**src/rtl/hazard_scoreboard_if.sv**
```systemverilog
// Bundle between the ID/EX/issue/writeback stages and the hazard scoreboard.
// master drives the pipeline view; slave is the scoreboard side.
interface hazard_scoreboard_if #(
  parameter int AW = 5,
  parameter int CW = 3
) ();
  logic [AW-1:0] id_rs1;
  logic [AW-1:0] id_rs2;
  logic [AW-1:0] id_rd;
  logic [4:0]    id_opcode;
  logic          id_funct3;
  logic          id_long;
  logic          ex_valid;
  logic          ex_load;
  logic [AW-1:0] ex_rd;
  logic          issue_valid;
  logic [AW-1:0] issue_rd;
  logic          issue_ready;
  logic          wb_valid;
  logic [AW-1:0] wb_rd;
  logic          hazard_stall;
  logic          busy;
  logic [CW-1:0] outstanding;
  logic          err;

  modport master (
    output id_rs1, id_rs2, id_rd, id_opcode, id_funct3, id_long,
           ex_valid, ex_load, ex_rd, issue_valid, issue_rd, wb_valid, wb_rd,
    input  issue_ready, hazard_stall, busy, outstanding, err
  );

  modport slave (
    input  id_rs1, id_rs2, id_rd, id_opcode, id_funct3, id_long,
           ex_valid, ex_load, ex_rd, issue_valid, issue_rd, wb_valid, wb_rd,
    output issue_ready, hazard_stall, busy, outstanding, err
  );
endinterface

```
**src/rtl/hazard_scoreboard.sv**
```systemverilog
// ID-stage hazard detector with per-register pending counters for long-latency writers.
// Optional HAZARD_WB_BYPASS_EN: a register whose last pending write is being written back does not stall ID.
module hazard_scoreboard #(
  parameter int NREG    = 32,
  parameter int AW      = $clog2(NREG),
  parameter int MAX_OUT = 4,
  parameter int CW      = $clog2(MAX_OUT + 1)
) (
  input  logic                 clk,
  input  logic                 rst_n,
  hazard_scoreboard_if.slave   bus
);

  logic [CW-1:0] cnt     [NREG];
  logic [CW-1:0] cnt_nxt [NREG];
  logic [CW-1:0] outstanding_q;
  logic [CW-1:0] outstanding_nxt;
  logic          err_q;
  logic          err_nxt;

  logic uses_rs1, uses_rs2;
  logic pend_rs1, pend_rs2, pend_rd;
  logic loaduse, raw, waw, full;
  logic issue_ready;
  logic issue_err, wb_err, sat_err;
  logic issue_do, wb_do;

  function automatic logic uses_rs1_f(input logic [4:0] op, input logic f3);
    return (op[4:1] == 4'b1100) || (op == 5'b00000) || (op == 5'b01000) ||
           (op == 5'b00100) || (op == 5'b01100) || ((op == 5'b11100) && !f3);
  endfunction

  function automatic logic uses_rs2_f(input logic [4:0] op);
    return (op == 5'b11000) || (op == 5'b01000) || (op == 5'b01100);
  endfunction

  // x0 never pends; with the bypass, the retiring last write is already visible through the regfile.
  function automatic logic pend_f(input logic [AW-1:0] r, input logic [CW-1:0] c,
                                  input logic wbv, input logic [AW-1:0] wbr);
    logic p;
    p = (r != '0) && (c != '0);
`ifdef HAZARD_WB_BYPASS_EN
    if (wbv && (wbr == r) && (c == CW'(1))) p = 1'b0;
`else
    if (wbv && (wbr == r) && 1'b0) p = 1'b0;
`endif
    return p;
  endfunction

  assign uses_rs1    = uses_rs1_f(bus.id_opcode, bus.id_funct3);
  assign uses_rs2    = uses_rs2_f(bus.id_opcode);
  assign issue_ready = (outstanding_q < CW'(MAX_OUT));

  assign pend_rs1 = pend_f(bus.id_rs1, cnt[bus.id_rs1], bus.wb_valid, bus.wb_rd);
  assign pend_rs2 = pend_f(bus.id_rs2, cnt[bus.id_rs2], bus.wb_valid, bus.wb_rd);
  assign pend_rd  = pend_f(bus.id_rd,  cnt[bus.id_rd],  bus.wb_valid, bus.wb_rd);

  assign loaduse = bus.ex_valid && bus.ex_load && (bus.ex_rd != '0) &&
                   ((uses_rs1 && (bus.id_rs1 == bus.ex_rd)) ||
                    (uses_rs2 && (bus.id_rs2 == bus.ex_rd)));
  assign raw  = (uses_rs1 && pend_rs1) || (uses_rs2 && pend_rs2);
  assign waw  = pend_rd;
  assign full = bus.id_long && !issue_ready;

  assign bus.hazard_stall = loaduse || raw || waw || full;
  assign bus.issue_ready  = issue_ready;
  assign bus.busy         = (outstanding_q != '0);
  assign bus.outstanding  = outstanding_q;
  assign bus.err          = err_q;

  // Protocol checks: an offending issue or writeback is dropped rather than corrupting counts.
  assign issue_err = bus.issue_valid && !issue_ready;
  assign sat_err   = bus.issue_valid && issue_ready && (bus.issue_rd != '0) &&
                     (cnt[bus.issue_rd] == CW'(MAX_OUT));
  assign wb_err    = bus.wb_valid &&
                     (((bus.wb_rd != '0) && (cnt[bus.wb_rd] == '0)) || (outstanding_q == '0));
  assign issue_do  = bus.issue_valid && issue_ready && !sat_err;
  assign wb_do     = bus.wb_valid && !wb_err;

  always_comb begin
    for (int r = 0; r < NREG; r++) begin
      cnt_nxt[r] = cnt[r];
      if (r != 0) begin
        if (issue_do && (bus.issue_rd == AW'(r))) cnt_nxt[r] = cnt_nxt[r] + CW'(1);
        if (wb_do && (bus.wb_rd == AW'(r)))       cnt_nxt[r] = cnt_nxt[r] - CW'(1);
      end else begin
        cnt_nxt[r] = '0;
      end
    end
    outstanding_nxt = outstanding_q + CW'(issue_do) - CW'(wb_do);
    err_nxt         = err_q || issue_err || wb_err || sat_err;
  end

  always_ff @(posedge clk or negedge rst_n) begin
    if (!rst_n) begin
      for (int r = 0; r < NREG; r++) cnt[r] <= '0;
      outstanding_q <= '0;
      err_q         <= 1'b0;
    end else begin
      for (int r = 0; r < NREG; r++) cnt[r] <= cnt_nxt[r];
      outstanding_q <= outstanding_nxt;
      err_q         <= err_nxt;
    end
  end

endmodule

```
**src/flat_wrapper.sv**
```systemverilog
// flat-port wrapper written by rule: the top's interface ports become plain ports
module hazard_scoreboard_flat 
#(
  parameter int NREG    = 32,
  parameter int AW      = $clog2(NREG),
  parameter int MAX_OUT = 4,
  parameter int CW      = $clog2(MAX_OUT + 1)
)
  (clk, rst_n, bus_id_rs1, bus_id_rs2, bus_id_rd, bus_id_opcode, bus_id_funct3, bus_id_long, bus_ex_valid, bus_ex_load, bus_ex_rd, bus_issue_valid, bus_issue_rd, bus_wb_valid, bus_wb_rd, bus_issue_ready, bus_hazard_stall, bus_busy, bus_outstanding, bus_err);
  hazard_scoreboard_if #(.AW(AW), .CW(CW)) bus_i ();
  input  logic clk;
  input  logic rst_n;
  input wire logic [$bits(bus_i.id_rs1)-1:0] bus_id_rs1;
  input wire logic [$bits(bus_i.id_rs2)-1:0] bus_id_rs2;
  input wire logic [$bits(bus_i.id_rd)-1:0] bus_id_rd;
  input wire logic [$bits(bus_i.id_opcode)-1:0] bus_id_opcode;
  input wire logic [$bits(bus_i.id_funct3)-1:0] bus_id_funct3;
  input wire logic [$bits(bus_i.id_long)-1:0] bus_id_long;
  input wire logic [$bits(bus_i.ex_valid)-1:0] bus_ex_valid;
  input wire logic [$bits(bus_i.ex_load)-1:0] bus_ex_load;
  input wire logic [$bits(bus_i.ex_rd)-1:0] bus_ex_rd;
  input wire logic [$bits(bus_i.issue_valid)-1:0] bus_issue_valid;
  input wire logic [$bits(bus_i.issue_rd)-1:0] bus_issue_rd;
  input wire logic [$bits(bus_i.wb_valid)-1:0] bus_wb_valid;
  input wire logic [$bits(bus_i.wb_rd)-1:0] bus_wb_rd;
  output wire logic [$bits(bus_i.issue_ready)-1:0] bus_issue_ready;
  output wire logic [$bits(bus_i.hazard_stall)-1:0] bus_hazard_stall;
  output wire logic [$bits(bus_i.busy)-1:0] bus_busy;
  output wire logic [$bits(bus_i.outstanding)-1:0] bus_outstanding;
  output wire logic [$bits(bus_i.err)-1:0] bus_err;
  assign bus_i.id_rs1 = bus_id_rs1;
  assign bus_i.id_rs2 = bus_id_rs2;
  assign bus_i.id_rd = bus_id_rd;
  assign bus_i.id_opcode = bus_id_opcode;
  assign bus_i.id_funct3 = bus_id_funct3;
  assign bus_i.id_long = bus_id_long;
  assign bus_i.ex_valid = bus_ex_valid;
  assign bus_i.ex_load = bus_ex_load;
  assign bus_i.ex_rd = bus_ex_rd;
  assign bus_i.issue_valid = bus_issue_valid;
  assign bus_i.issue_rd = bus_issue_rd;
  assign bus_i.wb_valid = bus_wb_valid;
  assign bus_i.wb_rd = bus_wb_rd;
  assign bus_issue_ready = bus_i.issue_ready;
  assign bus_hazard_stall = bus_i.hazard_stall;
  assign bus_busy = bus_i.busy;
  assign bus_outstanding = bus_i.outstanding;
  assign bus_err = bus_i.err;
  hazard_scoreboard #(.NREG(NREG), .AW(AW), .MAX_OUT(MAX_OUT), .CW(CW)) u_core (.clk(clk), .rst_n(rst_n), .bus(bus_i));
endmodule
```
**config.mk**
```make
export PLATFORM = sky130hd
export DESIGN_NAME = hazard_scoreboard_flat
export DESIGN_NICKNAME = d
export VERILOG_FILES = /design/src/rtl/hazard_scoreboard_if.sv /design/src/rtl/hazard_scoreboard.sv /design/src/flat_wrapper.sv
export SDC_FILE = /design/constraint.sdc
export NUM_CORES = 1
export LEC_CHECK = 0
export BUFFER_PORTS_ARGS = -buffer_cell sky130_fd_sc_hd__buf_2
export CORE_UTILIZATION = 35
export DETAILED_ROUTE_END_ITERATION = 10
export SLEW_MARGIN = 20
export SYNTH_ARGS = -nofsm -noshare
export SYNTH_HDL_FRONTEND = slang
export SYNTH_SLANG_ARGS = --single-unit
export TNS_END_PERCENT = 10
```
**constraint.sdc**
```tcl
create_clock -name clk -period 6.03 [get_ports clk]
set_input_delay 0.9045 -clock clk [delete_from_list [all_inputs] [get_ports clk]]
set_output_delay 0.9045 -clock clk [all_outputs]
set_load 0.005 [all_outputs]
```
==> results.yml <==
status:
  status: "completed"
synthesis:
  synth_edf_count: 0
  syn_area_mm2: 0.00825
  yosysTopAreaCell: "dfrtp_1"
  synthesis.nets: 929
  synth_top_area_share: 0.294
  synthTopCellsByArea: "dfrtp_1 (29%), ha_1 (9.7%), mux4_2 (9.3%)"
  synth_async_sr_flop_share: 1.00
  ys.flop_type: "dfrtp_1"
  yosys_warnings: 0
  synthCells: 821
  synth-seq-cells: 97
  synth.avg_cell_area_um2: 10.0
  yosysSeqAreaShare: 0.294
  yosys.cell_types.count: 59
timing:
  fin_crit_sh: 0.685
  slew_headroom: 0.255
  setup_viol: 0
  skew_ps: 12.6
  finalMaxSlewViolations: 0
  worst_pin_slew_ps: 1110
  final.min_clock_period_ps: 4130
  tns_ps: 0
  max_freq_mhz: 242
  grt_setup_unrepaired: "false"
  fin_ws_ps: 1900
  hold_viol_final: 0
die:
  fp.coreArea_mm2: 0.0228
  die_h_um: 155
  ios: 50
  row_count: 55
  start_util: 0.361
  dieArea_mm2: 0.0242
  die_w_um: 155
routing:
  drtAntennaViolNets: 0
  avgViaCountPerCell: 5.85
  wirelength_um: 24500
  drt_pass1_iterations: 6
  remaining_drc_errors: 0
  wl_per_cell_um: 20.9
  vias: 6853
  drt_iter0_drc: 637
setup_path:
  path_cells: "buf_2 > nor2b_1 > a221oi_1 > a22oi_1 > nand4_1 > nand4_1 > mux2i_1 > ha_1 > nand3_1 > xor2_1 > xnor2_1"
  path_class: "input port to register"
  crit_cells: 11
  crit_path_end_kind: "register"
  crit_end: "u_core.cnt[20]"
  r2r_slack_ps: 2440
  critical-path-top-delay-family: "simple AND/OR/NAND/NOR gates"
  arrival_ps: 4380
  cp_data_required_time_ps: 6270
  path_buf_inv: 1
  r2r-start: "u_core.cnt[7]"
  crit_slowest_cell: "nand4_1"
  critPathMostFrequentCell: "nand4_1"
  r2r_cells: 14
  startpoint_type: "input port"
  r2r-end: "u_core.bus.outstanding[2]"
  cp_max_fo: 28
  cpPeakStageDelay_ps: 550
  setup.worst_path.start: "bus_issue_rd[0]"
clock_tree:
  cts.clk_slew.worst_paths_ps: 70
  cts_root_buffer: "clkbuf_16"
  cts-resized-gates: 0
  htree_levels: 3
  holdBufCountCts: 0
  clock_sink_count: 97
  cts_buffer_depth: 2
  cts_tree: "done"
  cts_buffers: 9
  clk_latency_ps: 360
  cts_setup_buffers: 0
layout:
  n_fill_cell: 2303
  multi_input_area_mm2: 0.00560
  nNetsFinal: 962
  antenna_cells: 0
  areaGrowthSynthToFinish_pct: 10.4
  final_cell_area_mm2: 0.00911
  ff_latch_area_mm2: 0.00243
  drive_gt1_frac: 0.153
placement:
  hpwl_um: 18400
  io_buffers: 49
  dp_slack_ps: 1690
  routabilityCongestion: 0.898
  dpl_cell_area_mm2: 0.00879
grt:
  gr-total-overflow: 0
  grt_pass1_wl_um: 38700
  grt_start_max_net_pins: 55
  antenna_found_initial: 0
  grt_pass1_vias: 6868
  grt_usage: 0.209
power_and_ir_drop:
  seqPwrFrac: 0.334
  clock_power_share: 0.165
  power.leakage_nw: 3.74
  power_switching_mw: 1.66
  power.internal_mw: 2.19
  p_sw_frac: 0.430
  power_density_mw_per_mm2: 423
  peakVddDrop_mv: 0.156
  combPwrFrac: 0.501
run:
  cap_violations: 0
worst_hold_path:
  hold_class: "register to register"
cells by family after synthesis:
group / synth area share
adder cells (fa/ha/maj): 0.0995
multiplexers: 0.180
flip-flops: 0.294
buffers and inverters: 0.0276
AO/OA/AOI/OAI: 0.0577
AND/OR/NAND/NOR: 0.187
XOR/XNOR: 0.154
layout by cell type, fill, tap and decap left out, types with 5 or more instances in the layout:
master / Yosys / routed
buf_2: 8 / 48
or2_2: 5 / 5
nand2_1: 40 / 40
dfrtp_1: 97 / 97
o21ai_0: 6 / 6
clkbuf_16: 0 / 9
a221oi_1: 6 / 6
xor2_1: 35 / 35
nor2b_1: 10 / 10
ha_1: 64 / 64
nand4_1: 23 / 23
mux2i_1: 71 / 71
inv_1: 19 / 19
nand3_1: 43 / 43
or3_1: 5 / 5
a21oi_1: 12 / 12
nor3b_1: 5 / 5
a211oi_1: 7 / 7
nor3_1: 65 / 65
and3_1: 6 / 6
nand2b_1: 12 / 12
nor2_1: 66 / 66
xnor2_1: 86 / 86
mux4_2: 34 / 34
xnor2_2: 5 / 5
buf_4: 1 / 8
a21oi_2: 5 / 5
nor4_1: 10 / 9
final cells by class:
class | instances | share of cell area
Inverter | 19 | 0.00783
Sequential cell | 97 | 0.267
Timing Repair Buffer | 56 | 0.0330
Clock inverter | 6 | 0.00989
Multi-Input combinational cell | 671 | 0.615
Tap cell | 313 | 0.0430
Clock buffer | 10 | 0.0251
power groups by stage:
| stage | clock network, mW | registers, mW | logic, mW |
|---|---|---|---|
| after global routing | 0.670 | 1.32 | 2.12 |
| after global placement | 0 | 1.28 | 1.84 |
| after CTS | 0.645 | 1.28 | 1.91 |
| final | 0.635 | 1.29 | 1.93 |
| after floorplan | 0 | 1.19 | 1.38 |
| after detailed placement | 0 | 1.29 | 1.89 |
worst reg2reg max path, stage by stage (launching register included):
cell      delay (ps)
dfrtp_1          430
nor3_1           640
a211oi_1         200
o311ai_0         450
and2_1           300
nand3_1          140
nand3_1          130
nor2_1            50
ha_1             260
inv_1             50
ha_1             130
inv_1             40
fa_1             370
xnor2_1          180
xnor2_1          140
Yosys cell counts, drive strengths merged (5+ instances only):
cell    count
a211oi      7
a21oi      17
a221oi      6
and3        6
buf        13
clkbuf     21
dfrtp      97
ha         64
inv        19
mux2i      71
mux4       34
nand2      40
nand2b     12
nand3      47
nand4      25
nor2       66
nor2b      10
nor3       65
nor3b       5
nor4       10
o21ai       6
or2         5
or3         5
xnor2      91
xor2       37
how the worst min path moves through the flow:
stage                     end  depth (start not counted)  slack, ps            from
2_1_floorplan  u_core.cnt[77]                          1        460  u_core.cnt[77]
3_3_place_gp   u_core.bus.err                          1        470  u_core.bus.err
3_5_place_dp   u_core.bus.err                          1        460  u_core.bus.err
4_1_cts        u_core.bus.err                          1        480  u_core.bus.err
5_1_grt        u_core.bus.err                          1        500  u_core.bus.err
6_report       u_core.bus.err                          1        480  u_core.bus.err
flip-flops by register name, summed over array words and instances (netlist names):
| name | cells |
|---|---|
| u_core.bus.err | 1 |
| u_core.bus.outstanding | 3 |
| u_core.cnt | 93 |
metal layers:
layer / wire length (µm) / vias up / GRT usage
met1: 10600 / 3369 / 0.279
met4: 856 / 0 / 0.0840
li1: - / 3083 / -
met2: 10900 / 340 / 0.331
met5: 0 / - / 0
met3: 2080 / 61 / 0.0426
per-stage QoR:
step            util  power [mW]  hold WS, ps  cells
2_1_floorplan      -        2.57          461    821
3_3_place_gp   0.385        3.12          466   1156
5_1_grt        0.399        4.12          497   1172
4_1_cts        0.399        3.83          483   1172
3_5_place_dp   0.385        3.18          457   1156
6_report       0.399        3.85          480   1172
Note: power is estimated with default switching activity, not from simulation.
